[src/rtl/shift_reg_pkg.sv]
// Shared encodings for the parametrised shift register: operating modes and burst FSM states.
package shift_reg_pkg;

  typedef enum logic [1:0] {
    OP_SISO = 2'd0,
    OP_PISO = 2'd1,
    OP_SIPO = 2'd2,
    OP_PIPO = 2'd3
  } op_e;

  typedef enum logic {
    ST_IDLE  = 1'b0,
    ST_BURST = 1'b1
  } state_e;

endpackage

[src/rtl/shift_reg_param_if.sv]
// Control/data bundle of shift_reg_param. The ROT input exists only when
// SHIFT_REG_PARAM_ROTATE_EN is defined.
interface shift_reg_param_if #(
  parameter int WIDTH = 8
);
  import shift_reg_pkg::*;

  localparam int CW = $clog2(WIDTH + 1);

  logic             en;
  op_e              op;
  logic             d;
  logic [WIDTH-1:0] ll_in;
  logic             q;
  logic [WIDTH-1:0] ll_out;
  logic [CW-1:0]    cnt;
  logic             busy;
  logic             done;
  logic             word_vld;

`ifdef SHIFT_REG_PARAM_ROTATE_EN
  logic rot;

  modport master (output en, op, d, ll_in, rot,
                  input  q, ll_out, cnt, busy, done, word_vld);
  modport slave  (input  en, op, d, ll_in, rot,
                  output q, ll_out, cnt, busy, done, word_vld);
`else
  modport master (output en, op, d, ll_in,
                  input  q, ll_out, cnt, busy, done, word_vld);
  modport slave  (input  en, op, d, ll_in,
                  output q, ll_out, cnt, busy, done, word_vld);
`endif

endinterface

[src/rtl/shift_reg_bitcnt.sv]
// Saturating bit counter (clear > load > inc/dec) with zero, one and last-bit flags
// used to time burst completion and word capture.
module shift_reg_bitcnt #(
  parameter  int WIDTH = 8,
  localparam int CW    = $clog2(WIDTH + 1)
) (
  input  logic          clk,
  input  logic          rst_n,
  input  logic          clr,
  input  logic          load,
  input  logic [CW-1:0] load_val,
  input  logic          inc,
  input  logic          dec,
  output logic [CW-1:0] cnt,
  output logic          is_zero,
  output logic          is_one,
  output logic          is_last
);

  logic [CW-1:0] cnt_d, cnt_q;

  // NOTE: cnt_d gets a default before any branch so no path leaves it unassigned (no latch).
  always_comb begin
    cnt_d = cnt_q;
    if (clr) begin
      cnt_d = '0;
    end else if (load) begin
      cnt_d = load_val;
    end else if (inc && (cnt_q != CW'(WIDTH))) begin
      cnt_d = cnt_q + 1'b1;
    end else if (dec && (cnt_q != '0)) begin
      cnt_d = cnt_q - 1'b1;
    end
  end

  // NOTE: flops use non-blocking assignment so every register samples pre-edge values.
  always_ff @(posedge clk or negedge rst_n) begin
    if (!rst_n) cnt_q <= '0;
    else        cnt_q <= cnt_d;
  end

  assign cnt     = cnt_q;
  assign is_zero = (cnt_q == '0);
  assign is_one  = (cnt_q == CW'(1));
  assign is_last = (cnt_q == CW'(WIDTH - 1));

endmodule

[src/rtl/shift_reg_param.sv]
// Parametrised SISO/PISO/SIPO/PIPO shift register with self-timed PISO burst.
// Define SHIFT_REG_PARAM_ROTATE_EN to add the ROT recirculation input.
module shift_reg_param
  import shift_reg_pkg::*;
#(
  parameter int WIDTH     = 8,
  parameter bit LSB_FIRST = 1'b0
) (
  input  logic                clk,
  input  logic                rst_n,
  shift_reg_param_if.slave    bus
);

  localparam int CW = $clog2(WIDTH + 1);

  state_e           state_q, state_d;
  op_e              prev_op_q, prev_op_d;
  logic [WIDTH-1:0] shreg_q, shreg_d;
  logic [WIDTH-1:0] ll_out_q, ll_out_d;
  logic             q_q, q_d;
  logic             done_q, done_d;
  logic             word_vld_q, word_vld_d;

  logic             cnt_clr, cnt_load, cnt_inc, cnt_dec;
  logic [CW-1:0]    cnt_load_val, cnt;
  logic             cnt_is_zero, cnt_is_one, cnt_is_last;
  logic             out_bit, rot_en, mode_chg;

  function automatic logic [WIDTH-1:0] shift_in(input logic [WIDTH-1:0] v, input logic fill);
    if (LSB_FIRST) return {fill, v[WIDTH-1:1]};
    return {v[WIDTH-2:0], fill};
  endfunction

`ifdef SHIFT_REG_PARAM_ROTATE_EN
  assign rot_en = bus.rot;
`else
  assign rot_en = 1'b0;
`endif

  assign out_bit  = LSB_FIRST ? shreg_q[0] : shreg_q[WIDTH-1];
  assign mode_chg = (bus.op != prev_op_q);

  shift_reg_bitcnt #(.WIDTH(WIDTH)) u_bitcnt (
    .clk      (clk),
    .rst_n    (rst_n),
    .clr      (cnt_clr),
    .load     (cnt_load),
    .load_val (cnt_load_val),
    .inc      (cnt_inc),
    .dec      (cnt_dec),
    .cnt      (cnt),
    .is_zero  (cnt_is_zero),
    .is_one   (cnt_is_one),
    .is_last  (cnt_is_last)
  );

  always_ff @(posedge clk or negedge rst_n) begin
    if (!rst_n) state_q <= ST_IDLE;
    else        state_q <= state_d;
  end

  always_comb begin
    state_d = state_q;
    if (bus.en) begin
      unique case (state_q)
        ST_IDLE:  if (bus.op == OP_PISO) state_d = ST_BURST;
        ST_BURST: if (cnt_is_one)        state_d = ST_IDLE;
        default:  state_d = ST_IDLE;
      endcase
    end
  end

  // Datapath and strobes; OP and LL_IN are only looked at outside a burst.
  always_comb begin
    shreg_d      = shreg_q;
    ll_out_d     = ll_out_q;
    q_d          = q_q;
    prev_op_d    = prev_op_q;
    done_d       = 1'b0;
    word_vld_d   = 1'b0;
    cnt_clr      = 1'b0;
    cnt_load     = 1'b0;
    cnt_load_val = '0;
    cnt_inc      = 1'b0;
    cnt_dec      = 1'b0;
    if (bus.en) begin
      if (state_q == ST_BURST) begin
        q_d     = out_bit;
        shreg_d = shift_in(shreg_q, rot_en ? out_bit : 1'b0);
        cnt_dec = !cnt_is_zero;
        done_d  = cnt_is_one;
      end else begin
        prev_op_d = bus.op;
        unique case (bus.op)
          OP_SISO: begin
            q_d     = out_bit;
            shreg_d = shift_in(shreg_q, rot_en ? out_bit : bus.d);
            cnt_clr = 1'b1;
          end
          OP_PISO: begin
            shreg_d      = bus.ll_in;
            cnt_load     = 1'b1;
            cnt_load_val = CW'(WIDTH);
          end
          OP_SIPO: begin
            shreg_d = shift_in(shreg_q, bus.d);
            // A fresh mode starts a new word with this bit as its first one.
            if (mode_chg) begin
              cnt_load     = 1'b1;
              cnt_load_val = CW'(1);
            end else if (cnt_is_last) begin
              ll_out_d   = shreg_d;
              word_vld_d = 1'b1;
              cnt_clr    = 1'b1;
            end else begin
              cnt_inc = 1'b1;
            end
          end
          OP_PIPO: begin
            ll_out_d = bus.ll_in;
            cnt_clr  = 1'b1;
          end
          default: cnt_clr = 1'b1;
        endcase
      end
    end
  end

  always_ff @(posedge clk or negedge rst_n) begin
    if (!rst_n) begin
      shreg_q    <= '0;
      ll_out_q   <= '0;
      q_q        <= 1'b0;
      done_q     <= 1'b0;
      word_vld_q <= 1'b0;
      prev_op_q  <= OP_SISO;
    end else begin
      shreg_q    <= shreg_d;
      ll_out_q   <= ll_out_d;
      q_q        <= q_d;
      done_q     <= done_d;
      word_vld_q <= word_vld_d;
      prev_op_q  <= prev_op_d;
    end
  end

  assign bus.q        = q_q;
  assign bus.ll_out   = ll_out_q;
  assign bus.cnt      = cnt;
  assign bus.busy     = (state_q == ST_BURST);
  assign bus.done     = done_q;
  assign bus.word_vld = word_vld_q;

endmodule
[src/flat_wrapper.sv]
// flat-port wrapper written by rule: the top's interface ports become plain ports
module shift_reg_param_flat import shift_reg_pkg::*;
#(
  parameter int WIDTH     = 8,
  parameter bit LSB_FIRST = 1'b0
)
  (clk, rst_n, bus_en, bus_op, bus_d, bus_ll_in, bus_q, bus_ll_out, bus_cnt, bus_busy, bus_done, bus_word_vld);
  shift_reg_param_if #(.WIDTH(WIDTH)) bus_i ();
  input  logic clk;
  input  logic rst_n;
  input wire logic [$bits(bus_i.en)-1:0] bus_en;
  input wire logic [$bits(bus_i.op)-1:0] bus_op;
  input wire logic [$bits(bus_i.d)-1:0] bus_d;
  input wire logic [$bits(bus_i.ll_in)-1:0] bus_ll_in;
  output wire logic [$bits(bus_i.q)-1:0] bus_q;
  output wire logic [$bits(bus_i.ll_out)-1:0] bus_ll_out;
  output wire logic [$bits(bus_i.cnt)-1:0] bus_cnt;
  output wire logic [$bits(bus_i.busy)-1:0] bus_busy;
  output wire logic [$bits(bus_i.done)-1:0] bus_done;
  output wire logic [$bits(bus_i.word_vld)-1:0] bus_word_vld;
  assign bus_i.en = bus_en;
  assign bus_i.op = bus_op;
  assign bus_i.d = bus_d;
  assign bus_i.ll_in = bus_ll_in;
  assign bus_q = bus_i.q;
  assign bus_ll_out = bus_i.ll_out;
  assign bus_cnt = bus_i.cnt;
  assign bus_busy = bus_i.busy;
  assign bus_done = bus_i.done;
  assign bus_word_vld = bus_i.word_vld;
  shift_reg_param #(.WIDTH(WIDTH), .LSB_FIRST(LSB_FIRST)) u_core (.clk(clk), .rst_n(rst_n), .bus(bus_i));
endmodule
[config.mk]
export PLATFORM = sky130hd
export DESIGN_NAME = shift_reg_param_flat
export DESIGN_NICKNAME = d
export VERILOG_FILES = /design/src/rtl/shift_reg_pkg.sv /design/src/rtl/shift_reg_param_if.sv /design/src/rtl/shift_reg_bitcnt.sv /design/src/rtl/shift_reg_param.sv /design/src/flat_wrapper.sv
export SDC_FILE = /design/constraint.sdc
export NUM_CORES = 1
export LEC_CHECK = 0
export CAP_MARGIN = 20
export CORE_MARGIN = 3
export CORE_UTILIZATION = 35
export CTS_CLUSTER_SIZE = 25
export DETAILED_ROUTE_END_ITERATION = 8
export GPL_TIMING_DRIVEN = 0
export HOLD_SLACK_MARGIN = 0.1
export PLACE_DENSITY = 0.55
export SLEW_MARGIN = 15
export SYNTH_ARGS = -nofsm -noshare
export SYNTH_HDL_FRONTEND = slang
export SYNTH_HIERARCHICAL = 1
export SYNTH_SLANG_ARGS = --single-unit
[constraint.sdc]
create_clock -name clk -period 3.45 [get_ports clk]
set_input_delay 0.345 -clock clk [delete_from_list [all_inputs] [get_ports clk]]
set_output_delay 0.345 -clock clk [all_outputs]
set_load 0.05 [all_outputs]
After elaboration in Yosys (flattened, before gate mapping) --
Cells that the tools add are included.
Storage, ports and cells: bits in registers 26, output and inout port bits 16, word-level logic and storage cells 75, input bits 14
Cells by class: add/sub/neg operators 2, bitwise logic cells 1, eq/ne operators 9, muxes and demuxes 39, reduce and logical (&&, ||, !) cells 16
Operator list (number):
- 8-bit one-hot mux with 2 select lines | 2
- 1-bit two-way mux | 24
- 4-bit two-way mux | 6
- 8-bit two-way mux | 3
- 4-bit one-hot mux with 2 select lines | 1
- 4-bit nonzero test | 2
- 1-bit one-hot mux with 2 select lines | 3
- 2-bit AND reduction | 3
- 5-bit AND reduction | 1
- 4-bit by 1-bit adder with 4-bit output (second input constant) | 1
- 2-bit equality test (second input constant) | 2
- 4-bit by 1-bit equality test with 1-bit output (second input constant) | 1
- 4-bit by 3-bit equality test with 1-bit output (second input constant) | 1
- 4-bit zero test | 1
- 4-bit != test (second input constant) | 1
- 2-bit nonzero test | 2
- 2-bit OR reduction | 2
- 4-bit by 1-bit subtractor with 4-bit output (second input constant) | 1
- 3-bit nonzero test | 1
- 2-bit by 1-bit equality test with 1-bit output (second input constant) | 1
- 1-bit logical AND | 2
- 2-bit zero test | 1
- 2-bit by 1-bit != test with 1-bit output (second input constant) | 1
- 2-bit != test | 1
- other kinds (3) | 3

Logic depth before layout (Yosys ltp) --
Gate-level depths: netlist (run 1).
depth after elaboration 10, gate-level depth with buffers 9, gate-level depth less buffers 9

By module --
Netlist (run 1), hierarchy kept.
Modules (own cells, without submodules):
- shift_reg_param | cells each 106, seq. area each 550.5 um^2, times used 1, area each 1234.9 um^2
- shift_reg_bitcnt | cells each 54, seq. area each 100.1 um^2, times used 1, area each 475.5 um^2

Worst setup path after synthesis (run 1) --
OpenSTA, ideal clock, no wires.
path type reg2reg, start reg u_core.u_bitcnt.cnt_q[0] (netlist: u_core/u_bitcnt/cnt[0]), end reg u_core.u_bitcnt.cnt_q[1] (netlist: u_core/u_bitcnt/cnt[1]), data required time 3.321 ns, slack 0.769 ns, library setup time 0.129 ns, clock period less this slack 2.681 ns, arrival time 2.552 ns, cell stages (with the launch flop) 7, buffers on the path 0, cells stage by stage dfrtp_1 ha_1 and3_2 nor4b_1 a21boi_1 mux2_1 o41a_1
On the way: word-level cells in the longest chain between the ends 10, elaborated cells between the ends (all ways) 26, those cells by class add/sub: 2; eq/ne: 2; mux: 16; reduce/logical: 6
Ends and longest elaborated chain:
- start, declared | line shift_reg_bitcnt.sv:20 | logic [CW-1:0] cnt_d, cnt_q;
- start signal, assigned | line shift_reg_bitcnt.sv:39 | else cnt_q <= cnt_d;
- 4-bit by 3-bit equality test with 1-bit output * | line shift_reg_bitcnt.sv:45 | assign is_last = (cnt_q == CW'(WIDTH - 1));
- named net u_core.cnt_is_last | line shift_reg_param.sv:26 | logic cnt_is_zero, cnt_is_one, cnt_is_last;
- 1-bit two-way mux * | line shift_reg_param.sv:111 | end else if (cnt_is_last) begin
- 1-bit two-way mux * | line shift_reg_param.sv:108 | if (mode_chg) begin
- 1-bit two-way mux * | line shift_reg_param.sv:94 | unique case (bus.op)
- 1-bit two-way mux * | line shift_reg_param.sv:87 | if (state_q == ST_BURST) begin
- 1-bit two-way mux * | line shift_reg_param.sv:86 | if (bus.en) begin
- named net u_core.cnt_inc | line shift_reg_param.sv:24 | logic cnt_clr, cnt_load, cnt_inc, cnt_dec;
- 1-bit logical AND * | line shift_reg_bitcnt.sv:29 | end else if (inc && (cnt_q != CW'(WIDTH))) begin
- 4-bit two-way mux | line shift_reg_bitcnt.sv:29
- 4-bit two-way mux | line shift_reg_bitcnt.sv:27 | end else if (load) begin
- 4-bit two-way mux | line shift_reg_bitcnt.sv:25 | if (clr) begin
Mark *: on every way through the listed nets, which the timed path passes. The rest lies on a longest branch. The select of a mux whose other input is x is not followed. A chain may end at the register's enable or synchronous reset.

Worst setup path in the final report (run 1) --
start in bus_op[0], end reg u_core.u_bitcnt.cnt_q[1] (netlist: u_core/u_bitcnt/cnt[1])
On the way: word-level cells in the longest chain between the ends 9, elaborated cells between the ends (all ways) 23, those cells by class eq/ne: 4; mux: 15; reduce/logical: 4
Ends and longest elaborated chain:
- start, declared | line flat_wrapper.sv:12 | input wire logic [$bits(bus_i.op)-1:0] bus_op;
- 2-bit != test | line shift_reg_param.sv:41 | assign mode_chg = (bus.op != prev_op_q);
- 1-bit two-way mux | line shift_reg_param.sv:108
- 1-bit two-way mux * | line shift_reg_param.sv:94
- 1-bit two-way mux * | line shift_reg_param.sv:87
- 1-bit two-way mux * | line shift_reg_param.sv:86
- named net u_core.cnt_inc | line shift_reg_param.sv:24
- 1-bit logical AND * | line shift_reg_bitcnt.sv:29
- 4-bit two-way mux | line shift_reg_bitcnt.sv:29
- 4-bit two-way mux | line shift_reg_bitcnt.sv:27
- 4-bit two-way mux | line shift_reg_bitcnt.sv:25
Mark *: on every way through the listed nets, which the timed path passes. The rest lies on a longest branch.

==> results of run 1 <==
metal layers:
layer | wire [um] | vias to the layer above | GRT usage | part of all wire
li1 | - | 632 | - | -
met1 | 1800 | 596 | 0.1881 | 0.51
met2 | 1555 | 37 | 0.1879 | 0.44
met3 | 192 | 2 | 0.03318 | 0.054
met4 | 15 | 0 | 0.01630 | 0.0042
met5 | 0 | - | 0 | 0
critical path, stage by stage:
cell and delay (ns):
clkdlybuf4s50_1 0.53, inv_1 0.21, ha_1 0.36, nor4b_1 0.65
a21boi_1 0.26, mux2_1 0.34, o41a_1 0.40
repair_timing:
action | 4_1_cts | 5_1_grt
hold buffers | 1 | 0
gates resized for setup | 0 | 0
setup buffers | 0 | 0
hold endpoints to repair | 14 | 0
Yosys cell counts (2+ instances only):
cell type  instances
a21oi_1            4
buf_4              2
nor3b_1            3
nor2_1             7
nor3_1             3
a21oi_2            3
inv_1             10
nand2b_1           3
ha_1               8
mux2_4             8
buf_6              4
xor2_1             2
nor2b_1            2
o21ai_0           11
dfrtp_1           26
mux2_2             9
nand2_1           13
mux2i_1           10
and3_1             2
stage by stage:
stage | hold slack, ns | worst slack [ns] | area, um2 | power (W)
global route | 0.5352 | 0.3815 | 2146 | 0.001728
CTS | 0.5085 | 0.5001 | 2146 | 0.001640
global placement | 0.4641 | 0.2665 | 2086 | 0.001423
finish | 0.5075 | 0.4911 | 2146 | 0.001624
floorplan | 0.04941 | 0.7691 | 1714 | 0.001178
detailed placement | 0.3939 | 0.2151 | 2081 | 0.001437
flip-flops by register name, indices dropped and copies added (netlist names):
register	count
u_core/shreg_q	8
u_core/bus.busy	1
u_core/u_bitcnt/cnt	4
u_core/bus.ll_out	8
u_core/bus.word_vld	1
u_core/bus.q	1
u_core/prev_op_q	2
u_core/bus.done	1
path summary, 6_finish.rpt:
kind / from / endpoint / slack, ns / depth (start not counted)
setup reg to reg: u_core/u_bitcnt/cnt[0]$_DFFE_PN0P_ / u_core/u_bitcnt/cnt[1]$_DFFE_PN0P_ / 0.67 / 6
hold reg to reg: u_core/shreg_q[7]$_DFFE_PN0P_ / u_core/shreg_q[7]$_DFFE_PN0P_ / 0.51 / 2
hold / removal: u_core/shreg_q[7]$_DFFE_PN0P_ / u_core/shreg_q[7]$_DFFE_PN0P_ / 0.51 / 2
setup / recovery: bus_op[0] / u_core/u_bitcnt/cnt[1]$_DFFE_PN0P_ / 0.49 / 7
max in group asynchronous: rst_n / u_core/bus.q$_DFFE_PN0P_ / 2.45 / 2
min in group asynchronous: rst_n / u_core/u_bitcnt/cnt[2]$_DFFE_PN0P_ / 0.60 / 2
cell families after synthesis:
logic type,after synthesis,share of synthesized area
other,1,0.002192
adders and majority gates,8,0.05852
and+or+nand+nor,45,0.1507
AOI/OAI and AO/OA,31,0.1361
xor gates and xnor gates,3,0.01536
muxes,28,0.1946
buffers and inverters,18,0.06217
DFF,26,0.3804
power breakdown:
part	switching (W)	internal [W]
sequential	0.0000898	0.000424
clock	0.0000935	0.000102
combinational	0.000521	0.000394
final cells by class:
class	count	area share
clock buffers	4	0.02566
inverters	10	0.01749
flip-flops and latches	26	0.3032
multi-input cells	117	0.4461
plain buffers	8	0.03207
well taps	65	0.03790
repair buffers	30	0.1376
==> summary.md, run 1 <==
| Metric | Value |
|---|---|
| First-pass GRT wire length | `6051 um` |
| Avg Cell Area, Syn | `10.69 um2` |
| Register area share after synthesis | `0.3804` |
| Fmax | `338.0 MHz` |
| Max-slew headroom | `0.5066` |
| Max Buffers Root-to-Sink | `2` |
| Area Overhead vs Synth | `25.46%` |
| Layout net count | `218` |
| GP Congestion | `0.7819` |
| Core area | `4534 um2` |
| Lkg Pwr | `0.9311 nW` |
| Data arrival, critical path | `3.11 ns` |
| Avg WL per Cell | `13.70 um` |
| Crit path kind | `in2reg` |
| Flops & latches, synth | `26` |
| Die extent in x | `75.91 um` |
| Ys Warns | `6` |
| CP max FO | `7` |
| CP Launch Type | `input pin` |
| Starting density of the core | `0.3772` |
| Multi-input gate area | `957.2 um2` |
| Worst Tran Pin Value | `0.7299 ns` |
| Most frequent cells in the layout | `28 x clkdlybuf4s50_1, 26 x dfrtp_1, 13 x nand2_1` |
| Largest net degree at the start of global routing | `27` |
| Final worst path period share | `0.8577` |
| Crit path capture type | `register` |
| # setup viols final | `0` |
| Routed wire length | `3563 um` |
| # fillers | `404` |
| Post-synth cell types | `49` |
| Min Tclk post-route | `2.959 ns` |
| Yosys top cell area share | `0.3804` |
| Commonest non-fill, non-tap cell in the layout | `clkdlybuf4s50_1` |
| Max H-tree Level | `1` |
| Drt drc | `0` |
| Worst Skew | `0.005575 ns` |
| Vias in the first global route | `1,223` |
| Setup_tns | `0 ns` |
| Later-pin clock latency in the skew report | `0.27 ns` |
| Post-synth EDFFs | `0` |
| Initial antenna violation count | `0` |
| CTS clk-pin slew, worst paths | `0.08 ns` |
| Inserted Clock Buffers | `3` |
| FP Rows | `24` |
| CTS tree | `done` |
| TritonRoute pass-1 iters | `4` |
| DR iter-0 viols | `41` |
| Status | `finished clean` |
| ANT cells | `0` |
| Post-layout util | `0.4732` |
| Vias/cell | `4.873` |
| Vias | `1,267` |
| Reg area | `650.6 um2` |
| Non-filler instance count after layout | `260` |
| Die height | `75.91 um` |
| Final hold violations | `0` |
| Unrepaired setup endpoints after global routing | `false` |
| Fraction of registers with async set/reset | `1.000` |
| Pwr/cell area | `756.8 nW/um2` |
| Global route overflow | `0` |
| Post-route ant nets | `0` |
| Cells after DPL | `255` |
| Hold crit path type | `reg2reg` |
| Post-DP HPWL | `2615 um` |
| I/O pin cnt | `30` |
| Port-buffer cells | `29` |
| Die area | `5762 um2` |
| CTS root buffer | `clkbuf_8` |
| Area leader, netlist | `dfrtp_1` |
| Crit path required time | `3.60 ns` |
| Layout cell share with drive strength beyond 1 | `0.2154` |
| Synth Cell Area | `1710 um2` |
| Commonest register cell after synthesis | `dfrtp_1` |
| Clk sink count | `26` |
| Tot GR Track Use | `0.1262` |
| Fin. max-slew vios | `0` |
| Max cap viols | `0` |
| Synth top area cells | `dfrtp_1 38%, mux2_4 7.0%, mux2_2 5.9%` |
| Max IR drop VDD | `0.0004219 V` |
| Cells after synthesis | `160` |
No activity file was read; power rests on OpenSTA's default activity.
==> run 2, diff against run 1 <==
--- a/config.mk
+++ b/config.mk
@@ -13,7 +13,6 @@
 export GPL_TIMING_DRIVEN = 0
 export HOLD_SLACK_MARGIN = 0.1
 export PLACE_DENSITY = 0.55
-export SLEW_MARGIN = 15
 export SYNTH_ARGS = -nofsm -noshare
 export SYNTH_HDL_FRONTEND = slang
 export SYNTH_HIERARCHICAL = 1
==> constraint.sdc (replaced) <==
create_clock -name clk -period 3.7 [get_ports clk]
set_input_delay 0.37 -clock clk [delete_from_list [all_inputs] [get_ports clk]]
set_output_delay 0.37 -clock clk [all_outputs]
set_load 0.05 [all_outputs]
==> run 2 against run 1 <==
Net effect:
- sequential power fell by 6.8%
- clock power fell by 8%
- via count fell by 1.7%
- largest power group unchanged
- flip-flop and latch count did not move
- sequential share of layout area fell by 0.14 points
- critical path depth did not move
- wire length fell by 2.1%
==> summary.md, run 2 (same netlist as run 1, synthesis figures left out) <==
| Metric | Value |
|---|---|
| Drt drc | `0` |
| Core area | `4534 um2` |
| Layout cell share with drive strength beyond 1 | `0.2154` |
| Fin. max-slew vios | `0` |
| Status | `finished clean` |
| Global route overflow | `0` |
| Max Buffers Root-to-Sink | `2` |
| CTS clk-pin slew, worst paths | `0.09 ns` |
| Post-CTS Setup Inserts | `0` |
| GP Congestion | `0.7819` |
| Largest net degree at the start of global routing | `21` |
| Post-route ant nets | `0` |
| Layout net count | `218` |
| # fillers | `420` |
| Routed wire length | `3487 um` |
| Final instance area | `2156 um2` |
| Most frequent cells in the layout | `29 x clkdlybuf4s50_1, 26 x dfrtp_1, 13 x nand2_1` |
| Crit path capture type | `register` |
| Vias in the first global route | `1,237` |
| Clk sink count | `26` |
| Resize count post-CTS | `0` |
| Initial antenna violation count | `0` |
| Fmax | `342.5 MHz` |
| Die area | `5762 um2` |
| Vias | `1,246` |
| Cells after DPL | `256` |
| Worst Tran Pin Value | `0.6624 ns` |
| FP Rows | `24` |
| I/O pin cnt | `30` |
| Non-filler instance count after layout | `260` |
| Crit path required time | `3.85 ns` |
| Crit path kind | `in2reg` |
| CP Launch Type | `input pin` |
| Max IR drop VDD | `0.0002902 V` |
| DR iter-0 viols | `41` |
| Max H-tree Level | `1` |
| Final hold violations | `0` |
| # setup viols final | `0` |
| Final worst path period share | `0.7890` |
| CP max FO | `7` |
| Min Tclk post-route | `2.919 ns` |
| Max cap viols | `0` |
| Post-layout util | `0.4754` |
| Hold crit path type | `in2async` |
| Commonest non-fill, non-tap cell in the layout | `clkdlybuf4s50_1` |
| Die extent in x | `75.91 um` |
| ANT cells | `0` |
| Tot GR Track Use | `0.1287` |
| Unrepaired setup endpoints after global routing | `false` |
| Vias/cell | `4.792` |
| First-pass GRT wire length | `6099 um` |
| Setup WS pre-CTS | `0.4944 ns` |
| Avg WL per Cell | `13.41 um` |
| Lkg Pwr | `0.9343 nW` |
| Area after DPL | `2101 um2` |
| Worst Skew | `0.004122 ns` |
| Setup_tns | `0 ns` |
| CTS root buffer | `clkbuf_8` |
| Final setup margin | `0.7807 ns` |
| Pwr/cell area | `701.0 nW/um2` |
| Max-slew headroom | `0.5522` |
| Later-pin clock latency in the skew report | `0.27 ns` |
| Hold buffers post-CTS | `0` |
| Starting density of the core | `0.3772` |
| TritonRoute pass-1 iters | `4` |
| Port-buffer cells | `29` |
| Post-DP HPWL | `2668 um` |
| Inserted Clock Buffers | `3` |
| Die height | `75.91 um` |
| CTS tree | `done` |
| Data arrival, critical path | `3.07 ns` |
| Area Overhead vs Synth | `26.04%` |
==> run 2: power by group <==
part / switching (W) / internal, W / leakage [nW]
logic: 0.000483 / 0.000369 / 0.571
registers: 0.0000834 / 0.000395 / 0.335
clock network: 0.0000854 / 0.0000950 / 0.0288
==> run 2: final timing paths <==
check                                                   start                            endpoint  slack, ns  depth (start not counted)
setup / recovery                                    bus_op[0]  u_core/u_bitcnt/cnt[1]$_DFFE_PN0P_       0.78                          7
hold / removal                                          rst_n  u_core/u_bitcnt/cnt[2]$_DFFE_PN0P_       0.38                          1
setup reg to reg           u_core/u_bitcnt/cnt[0]$_DFFE_PN0P_  u_core/u_bitcnt/cnt[1]$_DFFE_PN0P_       0.99                          6
hold reg to reg                 u_core/shreg_q[7]$_DFFE_PN0P_       u_core/shreg_q[7]$_DFFE_PN0P_       0.50                          2
max in group asynchronous                               rst_n            u_core/bus.q$_DFFE_PN0P_       2.85                          2
min in group clk                u_core/shreg_q[7]$_DFFE_PN0P_       u_core/shreg_q[7]$_DFFE_PN0P_       0.50                          2
==> run 2: final cells by class <==
type                       instances  area (um2)  share of cell area
tap                               65       81.33             0.03772
clock buffer                       4       55.05             0.02554
sequential                        26       650.6              0.3018
buffer                             8       68.82             0.03192
inverter                          10       37.54             0.01741
timing repair buffer              30       305.3              0.1416
multi-input combinational        117       957.2              0.4440
==> run 2: metal layers <==
layer,vias up,track usage,routed length [um]
li1,630,-,-
met1,583,0.1888,1796
met2,31,0.1915,1488
met3,2,0.03555,186
met4,0,0.02174,15
met5,-,0,0
==> run 2: per-stage QoR <==
stage,hold slack (ns),total power (W)
detailed placement,0.4722,0.001342
global placement,0.4641,0.001327
CTS,0.3798,0.001531
finish,0.3797,0.001511
global route,0.3895,0.001621
floorplan,0.07441,0.001099
==> run 2: worst max-delay path, stage by stage <==
cell             delay, ns
clkdlybuf4s50_1       0.53
inv_1                 0.20
ha_1                  0.38
nor4b_1               0.60
a21boi_1              0.25
mux2_1                0.34
o41a_1                0.40
